===== src/rtl/obi_xbar_rr_if.sv =====
// obi_xbar_rr_if: subordinate-side and manager-side OBI bundles of the crossbar.
// slave = crossbar view, master = environment view.
interface obi_xbar_rr_if #(
    parameter int NumSbr    = 2,
    parameter int NumMgr    = 2,
    parameter int AddrWidth = 32,
    parameter int DataWidth = 32
);
    logic [NumSbr-1:0]                  sbr_req_i;
    logic [NumSbr-1:0]                  sbr_gnt_o;
    logic [NumSbr-1:0][AddrWidth-1:0]   sbr_addr_i;
    logic [NumSbr-1:0]                  sbr_we_i;
    logic [NumSbr-1:0][DataWidth/8-1:0] sbr_be_i;
    logic [NumSbr-1:0][DataWidth-1:0]   sbr_wdata_i;
    logic [NumSbr-1:0]                  sbr_rvalid_o;
    logic [NumSbr-1:0][DataWidth-1:0]   sbr_rdata_o;
    logic [NumSbr-1:0]                  sbr_err_o;

    logic [NumMgr-1:0]                  mgr_req_o;
    logic [NumMgr-1:0]                  mgr_gnt_i;
    logic [NumMgr-1:0][AddrWidth-1:0]   mgr_addr_o;
    logic [NumMgr-1:0]                  mgr_we_o;
    logic [NumMgr-1:0][DataWidth/8-1:0] mgr_be_o;
    logic [NumMgr-1:0][DataWidth-1:0]   mgr_wdata_o;
    logic [NumMgr-1:0]                  mgr_rvalid_i;
    logic [NumMgr-1:0][DataWidth-1:0]   mgr_rdata_i;
    logic [NumMgr-1:0]                  mgr_err_i;

    modport slave (
        input  sbr_req_i, sbr_addr_i, sbr_we_i, sbr_be_i, sbr_wdata_i,
        output sbr_gnt_o, sbr_rvalid_o, sbr_rdata_o, sbr_err_o,
        output mgr_req_o, mgr_addr_o, mgr_we_o, mgr_be_o, mgr_wdata_o,
        input  mgr_gnt_i, mgr_rvalid_i, mgr_rdata_i, mgr_err_i
    );

    modport master (
        output sbr_req_i, sbr_addr_i, sbr_we_i, sbr_be_i, sbr_wdata_i,
        input  sbr_gnt_o, sbr_rvalid_o, sbr_rdata_o, sbr_err_o,
        input  mgr_req_o, mgr_addr_o, mgr_we_o, mgr_be_o, mgr_wdata_o,
        output mgr_gnt_i, mgr_rvalid_i, mgr_rdata_i, mgr_err_i
    );
endinterface


===== src/rtl/obi_xbar_rr.sv =====
// obi_xbar_rr: OBI crossbar, round-robin per manager, in-order ID FIFOs.
// Define OBI_XBAR_RR_PERF_EN to build the per-manager conflict counters.
module obi_xbar_rr #(
    parameter int NumSbr      = 2,
    parameter int NumMgr      = 2,
    parameter int AddrWidth   = 32,
    parameter int DataWidth   = 32,
    parameter int NumRules    = 2,
    parameter int NumMaxTrans = 4,
    localparam int IdxW = (NumMgr > 1) ? $clog2(NumMgr) : 1
) (
    input  logic                               clk_i,
    input  logic                               rst_ni,
    obi_xbar_rr_if.slave                       bus,
    input  logic [NumRules-1:0][AddrWidth-1:0] rule_start_i,
    input  logic [NumRules-1:0][AddrWidth-1:0] rule_end_i,
    input  logic [NumRules-1:0][IdxW-1:0]      rule_idx_i,
    output logic                               fault_o,
    output logic [NumMgr-1:0][15:0]            conflict_cnt_o
);
    localparam int TW = $clog2(NumMgr + 1);
    localparam int SW = (NumSbr > 1) ? $clog2(NumSbr) : 1;
    localparam int PW = (NumMaxTrans > 1) ? $clog2(NumMaxTrans) : 1;
    localparam int CW = $clog2(NumMaxTrans + 1);
    localparam logic [TW-1:0] ErrTgt = TW'(NumMgr);

    logic [NumSbr-1:0][TW-1:0] tgt, cur_tgt_q;
    logic [NumSbr-1:0][CW-1:0] out_cnt_q;
    logic [NumSbr-1:0]         elig, err_gnt, err_pend_q;
    logic [NumMgr-1:0][SW-1:0] win, rr_ptr_q;
    logic [NumMgr-1:0]         found, full, hs, pop;
    logic [NumMgr-1:0][NumMaxTrans-1:0][SW-1:0] fifo_q;
    logic [NumMgr-1:0][PW-1:0] wptr_q, rptr_q;
    logic [NumMgr-1:0][CW-1:0] occ_q;
    logic [SW-1:0]             sel, head;
    int                        idx;

    function automatic logic [PW-1:0] ptr_inc(input logic [PW-1:0] p);
        return (p == PW'(NumMaxTrans - 1)) ? '0 : p + 1'b1;
    endfunction

    // Decode targets (lowest rule wins) and block target switches while busy.
    always_comb begin
        for (int s = 0; s < NumSbr; s++) begin
            tgt[s] = ErrTgt;
            for (int r = NumRules - 1; r >= 0; r--) begin
                if (bus.sbr_addr_i[s] >= rule_start_i[r] &&
                    bus.sbr_addr_i[s] <  rule_end_i[r])
                    tgt[s] = TW'(rule_idx_i[r]);
            end
            elig[s] = bus.sbr_req_i[s] &&
                      (out_cnt_q[s] == '0 || cur_tgt_q[s] == tgt[s]);
        end
    end

    // Round-robin pick per manager and zero-latency A-channel forwarding.
    always_comb begin
        idx = 0;
        sel = '0;
        bus.mgr_req_o   = '0;
        bus.mgr_addr_o  = '0;
        bus.mgr_we_o    = '0;
        bus.mgr_be_o    = '0;
        bus.mgr_wdata_o = '0;
        for (int m = 0; m < NumMgr; m++) begin
            found[m] = 1'b0;
            win[m]   = '0;
            for (int k = 0; k < NumSbr; k++) begin
                idx = int'(rr_ptr_q[m]) + k;
                if (idx >= NumSbr) idx = idx - NumSbr;
                sel = SW'(idx);
                if (!found[m] && elig[sel] && tgt[sel] == TW'(m)) begin
                    found[m] = 1'b1;
                    win[m]   = sel;
                end
            end
            full[m] = occ_q[m] == CW'(NumMaxTrans);
            bus.mgr_req_o[m]   = found[m] && !full[m];
            bus.mgr_addr_o[m]  = bus.sbr_addr_i[win[m]];
            bus.mgr_we_o[m]    = bus.sbr_we_i[win[m]];
            bus.mgr_be_o[m]    = bus.sbr_be_i[win[m]];
            bus.mgr_wdata_o[m] = bus.sbr_wdata_i[win[m]];
            hs[m]  = bus.mgr_req_o[m] && bus.mgr_gnt_i[m];
            pop[m] = bus.mgr_rvalid_i[m] && occ_q[m] != '0;
        end
    end

    // Grants back to subordinates; responses routed by FIFO head or error slot.
    always_comb begin
        bus.sbr_gnt_o    = '0;
        bus.sbr_rvalid_o = '0;
        bus.sbr_rdata_o  = '0;
        bus.sbr_err_o    = '0;
        err_gnt          = '0;
        head             = '0;
        for (int s = 0; s < NumSbr; s++) begin
            if (elig[s] && tgt[s] == ErrTgt) begin
                err_gnt[s]       = 1'b1;
                bus.sbr_gnt_o[s] = 1'b1;
            end
            if (err_pend_q[s]) begin
                bus.sbr_rvalid_o[s] = 1'b1;
                bus.sbr_err_o[s]    = 1'b1;
                bus.sbr_rdata_o[s]  = DataWidth'(32'hBADCAB1E);
            end
        end
        for (int m = 0; m < NumMgr; m++) begin
            if (hs[m]) bus.sbr_gnt_o[win[m]] = 1'b1;
            if (pop[m]) begin
                head = fifo_q[m][rptr_q[m]];
                bus.sbr_rvalid_o[head] = 1'b1;
                bus.sbr_rdata_o[head]  = bus.mgr_rdata_i[m];
                bus.sbr_err_o[head]    = bus.mgr_err_i[m];
            end
        end
    end

    // ID FIFOs, RR pointers, per-subordinate bookkeeping and sticky fault.
    always_ff @(posedge clk_i) begin
        if (!rst_ni) begin
            fifo_q     <= '0;
            wptr_q     <= '0;
            rptr_q     <= '0;
            occ_q      <= '0;
            rr_ptr_q   <= '0;
            out_cnt_q  <= '0;
            cur_tgt_q  <= '0;
            err_pend_q <= '0;
            fault_o    <= 1'b0;
        end else begin
            for (int m = 0; m < NumMgr; m++) begin
                if (hs[m]) begin
                    fifo_q[m][wptr_q[m]] <= win[m];
                    wptr_q[m]   <= ptr_inc(wptr_q[m]);
                    rr_ptr_q[m] <= (win[m] == SW'(NumSbr - 1)) ? '0 : win[m] + 1'b1;
                end
                if (pop[m]) rptr_q[m] <= ptr_inc(rptr_q[m]);
                occ_q[m] <= occ_q[m] + CW'(hs[m]) - CW'(pop[m]);
                if (bus.mgr_rvalid_i[m] && occ_q[m] == '0) fault_o <= 1'b1;
            end
            for (int s = 0; s < NumSbr; s++) begin
                err_pend_q[s] <= err_gnt[s];
                if (bus.sbr_gnt_o[s]) cur_tgt_q[s] <= tgt[s];
                out_cnt_q[s] <= out_cnt_q[s] + CW'(bus.sbr_gnt_o[s])
                                - CW'(bus.sbr_rvalid_o[s]);
            end
        end
    end

`ifdef OBI_XBAR_RR_PERF_EN
    logic [NumMgr-1:0]       conflict;
    logic [NumMgr-1:0][15:0] conf_q;
    int                      nreq;

    // A conflict is two or more raw requests aimed at the same manager.
    always_comb begin
        nreq = 0;
        for (int m = 0; m < NumMgr; m++) begin
            nreq = 0;
            for (int s = 0; s < NumSbr; s++)
                if (bus.sbr_req_i[s] && tgt[s] == TW'(m)) nreq = nreq + 1;
            conflict[m] = nreq >= 2;
        end
    end

    // Saturating conflict counters.
    always_ff @(posedge clk_i) begin
        if (!rst_ni) begin
            conf_q <= '0;
        end else begin
            for (int m = 0; m < NumMgr; m++)
                if (conflict[m] && conf_q[m] != 16'hFFFF)
                    conf_q[m] <= conf_q[m] + 16'd1;
        end
    end

    assign conflict_cnt_o = conf_q;
`else
    assign conflict_cnt_o = '0;
`endif
endmodule


===== src/flat_wrapper.sv =====
// flat-port wrapper written by rule: the top's interface ports become plain ports
module obi_xbar_rr_flat 
#(
    parameter int NumSbr      = 2,
    parameter int NumMgr      = 2,
    parameter int AddrWidth   = 32,
    parameter int DataWidth   = 32,
    parameter int NumRules    = 2,
    parameter int NumMaxTrans = 4,
    localparam int IdxW = (NumMgr > 1) ? $clog2(NumMgr) : 1
)
  (clk_i, rst_ni, rule_start_i, rule_end_i, rule_idx_i, fault_o, conflict_cnt_o, bus_sbr_req_i, bus_sbr_addr_i, bus_sbr_we_i, bus_sbr_be_i, bus_sbr_wdata_i, bus_sbr_gnt_o, bus_sbr_rvalid_o, bus_sbr_rdata_o, bus_sbr_err_o, bus_mgr_req_o, bus_mgr_addr_o, bus_mgr_we_o, bus_mgr_be_o, bus_mgr_wdata_o, bus_mgr_gnt_i, bus_mgr_rvalid_i, bus_mgr_rdata_i, bus_mgr_err_i);
  obi_xbar_rr_if #(.NumSbr(NumSbr), .NumMgr(NumMgr), .AddrWidth(AddrWidth), .DataWidth(DataWidth)) bus_i ();
  input  logic clk_i;
  input  logic rst_ni;
  input  logic [NumRules-1:0][AddrWidth-1:0] rule_start_i;
  input  logic [NumRules-1:0][AddrWidth-1:0] rule_end_i;
  input  logic [NumRules-1:0][IdxW-1:0] rule_idx_i;
  output logic fault_o;
  output logic [NumMgr-1:0][15:0] conflict_cnt_o;
  input wire logic [$bits(bus_i.sbr_req_i)-1:0] bus_sbr_req_i;
  input wire logic [$bits(bus_i.sbr_addr_i)-1:0] bus_sbr_addr_i;
  input wire logic [$bits(bus_i.sbr_we_i)-1:0] bus_sbr_we_i;
  input wire logic [$bits(bus_i.sbr_be_i)-1:0] bus_sbr_be_i;
  input wire logic [$bits(bus_i.sbr_wdata_i)-1:0] bus_sbr_wdata_i;
  output wire logic [$bits(bus_i.sbr_gnt_o)-1:0] bus_sbr_gnt_o;
  output wire logic [$bits(bus_i.sbr_rvalid_o)-1:0] bus_sbr_rvalid_o;
  output wire logic [$bits(bus_i.sbr_rdata_o)-1:0] bus_sbr_rdata_o;
  output wire logic [$bits(bus_i.sbr_err_o)-1:0] bus_sbr_err_o;
  output wire logic [$bits(bus_i.mgr_req_o)-1:0] bus_mgr_req_o;
  output wire logic [$bits(bus_i.mgr_addr_o)-1:0] bus_mgr_addr_o;
  output wire logic [$bits(bus_i.mgr_we_o)-1:0] bus_mgr_we_o;
  output wire logic [$bits(bus_i.mgr_be_o)-1:0] bus_mgr_be_o;
  output wire logic [$bits(bus_i.mgr_wdata_o)-1:0] bus_mgr_wdata_o;
  input wire logic [$bits(bus_i.mgr_gnt_i)-1:0] bus_mgr_gnt_i;
  input wire logic [$bits(bus_i.mgr_rvalid_i)-1:0] bus_mgr_rvalid_i;
  input wire logic [$bits(bus_i.mgr_rdata_i)-1:0] bus_mgr_rdata_i;
  input wire logic [$bits(bus_i.mgr_err_i)-1:0] bus_mgr_err_i;
  assign bus_i.sbr_req_i = bus_sbr_req_i;
  assign bus_i.sbr_addr_i = bus_sbr_addr_i;
  assign bus_i.sbr_we_i = bus_sbr_we_i;
  assign bus_i.sbr_be_i = bus_sbr_be_i;
  assign bus_i.sbr_wdata_i = bus_sbr_wdata_i;
  assign bus_sbr_gnt_o = bus_i.sbr_gnt_o;
  assign bus_sbr_rvalid_o = bus_i.sbr_rvalid_o;
  assign bus_sbr_rdata_o = bus_i.sbr_rdata_o;
  assign bus_sbr_err_o = bus_i.sbr_err_o;
  assign bus_mgr_req_o = bus_i.mgr_req_o;
  assign bus_mgr_addr_o = bus_i.mgr_addr_o;
  assign bus_mgr_we_o = bus_i.mgr_we_o;
  assign bus_mgr_be_o = bus_i.mgr_be_o;
  assign bus_mgr_wdata_o = bus_i.mgr_wdata_o;
  assign bus_i.mgr_gnt_i = bus_mgr_gnt_i;
  assign bus_i.mgr_rvalid_i = bus_mgr_rvalid_i;
  assign bus_i.mgr_rdata_i = bus_mgr_rdata_i;
  assign bus_i.mgr_err_i = bus_mgr_err_i;
  obi_xbar_rr #(.NumSbr(NumSbr), .NumMgr(NumMgr), .AddrWidth(AddrWidth), .DataWidth(DataWidth), .NumRules(NumRules), .NumMaxTrans(NumMaxTrans)) u_core (.clk_i(clk_i), .rst_ni(rst_ni), .bus(bus_i), .rule_start_i(rule_start_i), .rule_end_i(rule_end_i), .rule_idx_i(rule_idx_i), .fault_o(fault_o), .conflict_cnt_o(conflict_cnt_o));
endmodule

===== config.mk =====
export PLATFORM = sky130hd
export DESIGN_NAME = obi_xbar_rr_flat
export DESIGN_NICKNAME = d
export VERILOG_FILES = /design/src/rtl/obi_xbar_rr_if.sv /design/src/rtl/obi_xbar_rr.sv /design/src/flat_wrapper.sv
export SDC_FILE = /design/constraint.sdc
export NUM_CORES = 1
export LEC_CHECK = 0
export CORE_AREA = 2 2 226 228
export DETAILED_ROUTE_END_ITERATION = 16
export DIE_AREA = 0 0 228 230
export PLACE_DENSITY = 0.59
export REMOVE_ABC_BUFFERS = 1
export SLEW_MARGIN = 20
export SYNTH_ARGS = -nofsm -noshare
export SYNTH_HDL_FRONTEND = slang
export SYNTH_SLANG_ARGS = --single-unit

===== constraint.sdc =====
create_clock -name clk_i -period 11.3 [get_ports clk_i]
set_clock_uncertainty 0.05 [all_clocks]
set_input_delay 1.695 -clock clk_i [delete_from_list [all_inputs] [get_ports clk_i]]
set_output_delay 1.695 -clock clk_i [all_outputs]
set_load 0.02 [all_outputs]

==> flow_summary_export.csv, run 1 <==
group,metric,value,unit
place,port_buffers,552,
power,vdd_drop_max,0.0646,mV
floorplan,fp-row-count,82,
sta,slew_violations,0,
routing,via_count,12300,
sta,min_period,8.75,ns
finish,drive_gt1_share,9.47,%
yosys,yosysSeqAreaShare,6.86,%
power,powerDensity,91.1,nW/um^2
worst_setup_path,worstReg2RegStart,"u_core.out_cnt_q[4]",
sta,fmax,0.114,GHz
sta,worst_slew_pin_slew,1.02,ns
yosys,synth_xor_area_share,0.649,%
worst_setup_path,required,9.56,ns
hold_path,worstHoldPathType,"register to register",
sta,hold_violations,0,
clock_network,clock-sinks,37,
floorplan,start_util,21.7,%
clock_network,h-tree-depth,2,
worst_setup_path,worst-path-max-fanout,54,
grt,grt_pass1_vias,12600,
yosys,synth_edf_count,0,
job,maxCapViolations,0,
worst_setup_path,crit_path_start,"bus_sbr_addr_i[55]",
routing,dr.pass1.iters,5,
yosys,yosysWarnings,0,
yosys,synth.largest_area_cell,"ha_1",
routing,drcViolationCount,0,
yosys,yosys-top-cells-area,"ha_1, mux2_2, dfxtp_1",
hold_path,min_to,"u_core.fifo_q[0]",
finish,multiInputGateArea,9090,sq um
clock_network,clock-root-buffer,"clkbuf_16",
clock_network,clk_latency,0.28,ns
place,gp_congestion,0.934,
yosys,avgSynthCellArea,7.93,sq um
routing,antenna_left,0,
sta,min_period_over_period,77.4,%
routing,wl_per_cell,19.4,um
worst_setup_path,start_kind,"input pin",
worst_setup_path,r2r_cells,16,
routing,drt-total-wl,49600,um
clock_network,cts.path.max_buffers,2,
sta,slew_headroom,32.0,%
yosys,synth-simple-area-share,14.1,%
grt,grt-ovfl-total,0,
clock_network,post_cts_buffers,0,
routing,via_per_inst,4.78,
sta,timing.setup.tns,0,ns
worst_setup_path,worstSetupEndpointType,"primary output",
floorplan,core,49900,sq um
grt,grt_max_degree,58,
power,cellLeakagePower,7.42,nW
finish,utilization,34.2,%
clock_network,cts_tree,"done",
grt,antenna_found_initial,6,
worst_setup_path,rrSetupSlack,7.02,ns
yosys,synth-compound-area-share,21.0,%
finish,syn_to_final_growth,58.0,%
clock_network,cts_resized,0,
sta,rsz0062_at_grt,"no",
worst_setup_path,path_class,"input pin to primary output",
yosys,synthFlopType,"dfxtp_1",
yosys,yosys.area_share.adder,32.0,%
finish,fin_nets,2506,
hold_path,hold_path_startpoint,"u_core.fifo_q[0]",
sta,setup_violations,0,
grt,grt_pass1_wl,74200,um
floorplan,design.die.area,52400,sq um
yosys,synthTopCellsByCount,"ha_1, inv_1, a21oi_1, mux2_2, nand2_1",
floorplan,die_h,230,um
yosys,netlist.area_leader.share,31.3,%
yosys,ys_async_sr_fraction,0,%
yosys,synthMuxAreaShare,15.3,%
clock_network,cts.clk_slew.worst_paths,0.05,ns
worst_setup_path,critPathArrivalTime,7.00,ns
finish,fillers,5236,
yosys,synthDistinctLibCells,70,
yosys,ys_ff_latch,37,
worst_setup_path,reg2reg_to,"u_core.out_cnt_q[5]",
yosys,synth_most_common_cell,"ha_1",
yosys,synth_cells,1362,
floorplan,die_w,228,um
run_status,status,"completed",
hold_path,whs_path_depth,2,
grt,track_usage,18.1,%
clock_network,cts_buffers,5,
place,dp_hpwl,42500,um
yosys,synth_area,10800,sq um
finish,regArea,741,sq um
routing,drt-initial-drc-count,587,
clock_network,cts_hold_buf,0,
power,finalPower,0.00156,W
floorplan,io_pins,585,
yosys,synth_top_family_by_area,"adder cells",
[worst max-delay path, cell delays in order]
cell and delay, ns:
clkdlybuf4s50_1 0.70, ha_1 0.47, a21oi_1 0.15, o21ai_0 0.13, a221oi_1 0.61, o211ai_1 0.22
a31oi_1 0.37, nor2_1 0.20, mux2_2 0.35, a21oi_4 0.69, buf_12 0.31, mux2_2 0.42
clkdlybuf4s50_1 0.54
[cell families after synthesis]
group / count (synthesis)
AOI/OAI and AO/OA: 357
xor gates and xnor gates: 8
adders and majority gates: 274
buffers and inverters: 229
DFF: 37
muxes: 145
other: 1
and+or+nand+nor: 311
[per-stage QoR]
stage / instance area [sq um] / std cells / worst slack [ns] / hold slack, ns
after floorplan: 10400 / 1319 / 2.68 / 0.399
after global placement: 16900 / 2554 / 2.52 / 0.411
after detailed placement: 16900 / 2554 / 2.50 / 0.429
after CTS: 17000 / 2562 / 2.49 / 0.439
after global routing: 17100 / 2564 / 2.29 / 0.468
final: 17100 / 2565 / 2.55 / 0.444
[layout make-up]
cell class              instances  area share (%)
repair buffers                564            33.1
flip-flops and latches         37            4.34
well taps                     672            4.93
inverters                     155            3.41
clock inverters                 1          0.0293
clock buffers                   7           0.894
multi-input cells            1127            53.3
diodes                          2          0.0293
[flip-flops by register name, summed over array words and instances, names as in the netlist]
register	cells
u_core.fault_o	1
u_core.rr_ptr_q	2
u_core.err_pend_q	2
u_core.wptr_q	4
u_core.rptr_q	4
u_core.fifo_q	8
u_core.cur_tgt_q	4
u_core.out_cnt_q	6
u_core.occ_q	6
[cell usage in the layout, fill, tap and decap left out, types with 6 or more instances in the layout]
master           instances
nor4_1                   9
nor2b_1                  9
a22o_1                  27
a31oi_1                  7
and2_1                   8
nand3_1                 20
nor3_1                  18
inv_1                  154
and4_1                  10
nand2b_1                12
mux2i_1                  6
nor2_1                  42
o21ai_0                 80
ha_1                   270
clkdlybuf4s50_1        552
mux2_2                 137
a21o_1                  12
a221oi_1                12
or3_1                    6
o211ai_1                13
xnor2_1                  6
conb_1                  32
and3_1                   6
a211oi_1                 6
nand2_1                126
dfxtp_1                 37
buf_4                   10
nand4_1                 32
a21oi_1                145
[where the power goes]
part           switching [W]  internal, W
clock network      0.0000514    0.0000933
registers          0.0000262     0.000159
logic               0.000637     0.000589
[layer usage]
layer / global-route usage, % / vias up / routed length [um]
met2: 34.8 / 503 / 25800
met3: 2.57 / 62 / 2630
met5: 0 / - / 10
li1: - / 5996 / -
met4: 5.11 / 2 / 1360
met1: 20.7 / 5699 / 19900
[worst max path at each step]
stage	to	slack, ns	depth (start not counted)
after floorplan	bus_mgr_addr_o[32]	2.68	11
after detailed placement	bus_mgr_wdata_o[12]	2.50	13
after global placement	bus_mgr_wdata_o[12]	2.52	13
final	bus_mgr_wdata_o[12]	2.55	13
after CTS	bus_mgr_wdata_o[12]	2.49	13
after global routing	bus_mgr_we_o[1]	2.29	14
Power figures use the tool's default switching activity.
==> run 2: changes to the inputs <==
--- a/config.mk
+++ b/config.mk
@@ -8,7 +8,7 @@
 export CORE_AREA = 2 2 226 228
 export DETAILED_ROUTE_END_ITERATION = 16
 export DIE_AREA = 0 0 228 230
-export PLACE_DENSITY = 0.59
+export PLACE_DENSITY = 0.6
 export REMOVE_ABC_BUFFERS = 1
 export SLEW_MARGIN = 20
 export SYNTH_ARGS = -nofsm -noshare
==> constraint.sdc (replaced) <==
create_clock -name clk_i -period 7.6 [get_ports clk_i]
set_clock_uncertainty 0.05 [all_clocks]
set_input_delay 1.14 -clock clk_i [delete_from_list [all_inputs] [get_ports clk_i]]
set_output_delay 1.14 -clock clk_i [all_outputs]
set_load 0.02 [all_outputs]
==> run 2 against run 1 <==
Worst setup slack worse by 2.1 ns. Design area increased by 0.66%. Sequential power up 49%. Via count rose by 1.6%. Highest routed layer unchanged. Clock-buffer cell count shrank 2. Worst hold slack worse by 0.0054 ns. Power grew 53%.
==> flow_summary_export.csv, run 2 (synthesis results as in run 1) <==
group,metric,value,unit
floorplan,start_util,21.7,%
clock_network,cts_tree,"done",
job,maxCapViolations,0,
floorplan,io_pins,585,
routing,drt-initial-drc-count,666,
finish,diodes,0,
routing,wl_per_cell,20.3,um
floorplan,die_w,228,um
floorplan,die_h,230,um
clock_network,clk_latency,0.28,ns
worst_setup_path,critPathArrivalTime,5.99,ns
worst_setup_path,required,6.41,ns
finish,drive_gt1_share,9.99,%
routing,wl_met3,2750,um
grt,antenna_found_initial,11,
routing,wl_met1,21300,um
floorplan,design.die.area,52400,sq um
power,vdd_drop_max,0.101,mV
sta,timing.setup.tns,0,ns
grt,grt_pass1_vias,12700,
finish,fin_nets,2516,
sta,fmax,0.139,GHz
worst_setup_path,worst-path-max-fanout,62,
run_status,status,"completed",
sta,setup_violations,0,
clock_network,cts.path.max_buffers,2,
sta,slew_violations,0,
worst_setup_path,rrSetupSlack,3.58,ns
clock_network,cts_resized,0,
clock_network,cts_hold_buf,0,
routing,drcViolationCount,0,
floorplan,fp-row-count,82,
routing,via_count,12500,
clock_network,post_cts_buffers,0,
grt,grt_pass1_wl,76700,um
worst_setup_path,worstReg2RegStart,"u_core.out_cnt_q[4]",
power,finalPower,0.00238,W
worst_setup_path,start_kind,"input pin",
clock_network,cts.clk_slew.worst_paths,0.05,ns
clock_network,cts_buffers,5,
routing,via_per_inst,4.84,
grt,grt_max_degree,63,
sta,min_period_over_period,94.5,%
finish,reg_top3,"u_core.fifo_q x8, u_core.occ_q x6, u_core.out_cnt_q x6",
finish,final_common_cell,"clkdlybuf4s50_1",
finish,layout_common_cells,"clkdlybuf4s50_1, ha_1, inv_1",
grt,track_usage,18.9,%
finish,largest-register,"u_core.fifo_q",
clock_network,clock-sinks,37,
worst_setup_path,r2r_cells,17,
sta,hold_violations,0,
sta,worst_slew_pin_slew,1.01,ns
hold_path,worstHoldPathType,"register to register",
hold_path,min_to,"u_core.fifo_q[0]",
worst_setup_path,reg2reg_to,"u_core.out_cnt_q[5]",
clock_network,clock-root-buffer,"clkbuf_16",
routing,drt-total-wl,52200,um
worst_setup_path,worstSetupEndpointType,"primary output",
finish,largest_register_ffs,8,
routing,antenna_left,0,
power,powerDensity,139,nW/um^2
floorplan,core,49900,sq um
routing,dr.pass1.iters,6,
place,port_buffers,552,
grt,grt-ovfl-total,0,
clock_network,h-tree-depth,2,
sta,rsz0062_at_grt,"no",
worst_setup_path,path_class,"input pin to primary output",
hold_path,hold_path_startpoint,"u_core.fifo_q[0]",
sta,slew_headroom,32.5,%
hold_path,whs_path_depth,2,
routing,wl_met2,26800,um
place,dp_hpwl,45000,um
place,gp_congestion,0.900,
power,cellLeakagePower,7.49,nW
finish,syn_to_final_growth,59.0,%
routing,top_layer,"met5",
sta,min_period,7.18,ns
-- run 2: how the worst max path moves through the flow --
stage                             from             endpoint  slack (ns)
floorplan             rule_start_i[26]   bus_mgr_addr_o[32]        0.09
finish              bus_sbr_addr_i[30]   bus_mgr_addr_o[48]        0.42
CTS                 bus_sbr_addr_i[25]  bus_mgr_wdata_o[61]        0.43
detailed placement  bus_sbr_addr_i[25]  bus_mgr_wdata_o[61]        0.44
global placement    bus_sbr_addr_i[53]      bus_mgr_we_o[0]        0.42
global route        bus_sbr_addr_i[63]      bus_mgr_we_o[0]        0.23
-- run 2: through the flow --
| step | setup slack, ns | util [%] | hold slack, ns | cell area, sq um | std cells |
|---|---|---|---|---|---|
| floorplan | 0.0871 | - | 0.399 | 10400 | 1319 |
| global placement | 0.425 | 34.0 | 0.414 | 17000 | 2564 |
| detailed placement | 0.444 | 34.0 | 0.418 | 17000 | 2564 |
| CTS | 0.429 | 34.4 | 0.429 | 17200 | 2572 |
| global route | 0.229 | 34.5 | 0.454 | 17200 | 2573 |
| finish | 0.420 | 34.5 | 0.438 | 17200 | 2573 |
-- run 2: worst max-delay path: stages --
cell             delay, ns
clkdlybuf4s50_1       0.62
ha_1                  0.45
nand4_1               0.19
or4_1                 0.62
nor2_1                0.16
o41ai_1               0.14
a211oi_1              0.44
a211o_1               0.18
o211ai_1              0.20
a2111oi_4             0.45
buf_12                0.34
mux2_2                0.39
clkdlybuf4s50_1       0.54
-- run 2: per-layer routing --
layer	track usage [%]	vias up
met4	4.76	6
met2	35.8	494
li1	-	6015
met3	2.83	82
met1	22.0	5859
met5	0	-
-- run 2: area by class of cell --
class	count	area, sq um
Sequential cell	37	741
Timing Repair Buffer	574	5730
Clock inverter	3	65.1
Clock buffer	5	125
Multi-Input combinational cell	1127	9090
Tap cell	672	841
Inverter	155	582
Fill cell	5206	32700
-- run 2: where the power goes --
group / internal [W] / switching [W]
Sequential: 0.000236 / 0.0000397
Combinational: 0.000880 / 0.000956
Clock: 0.000187 / 0.0000816
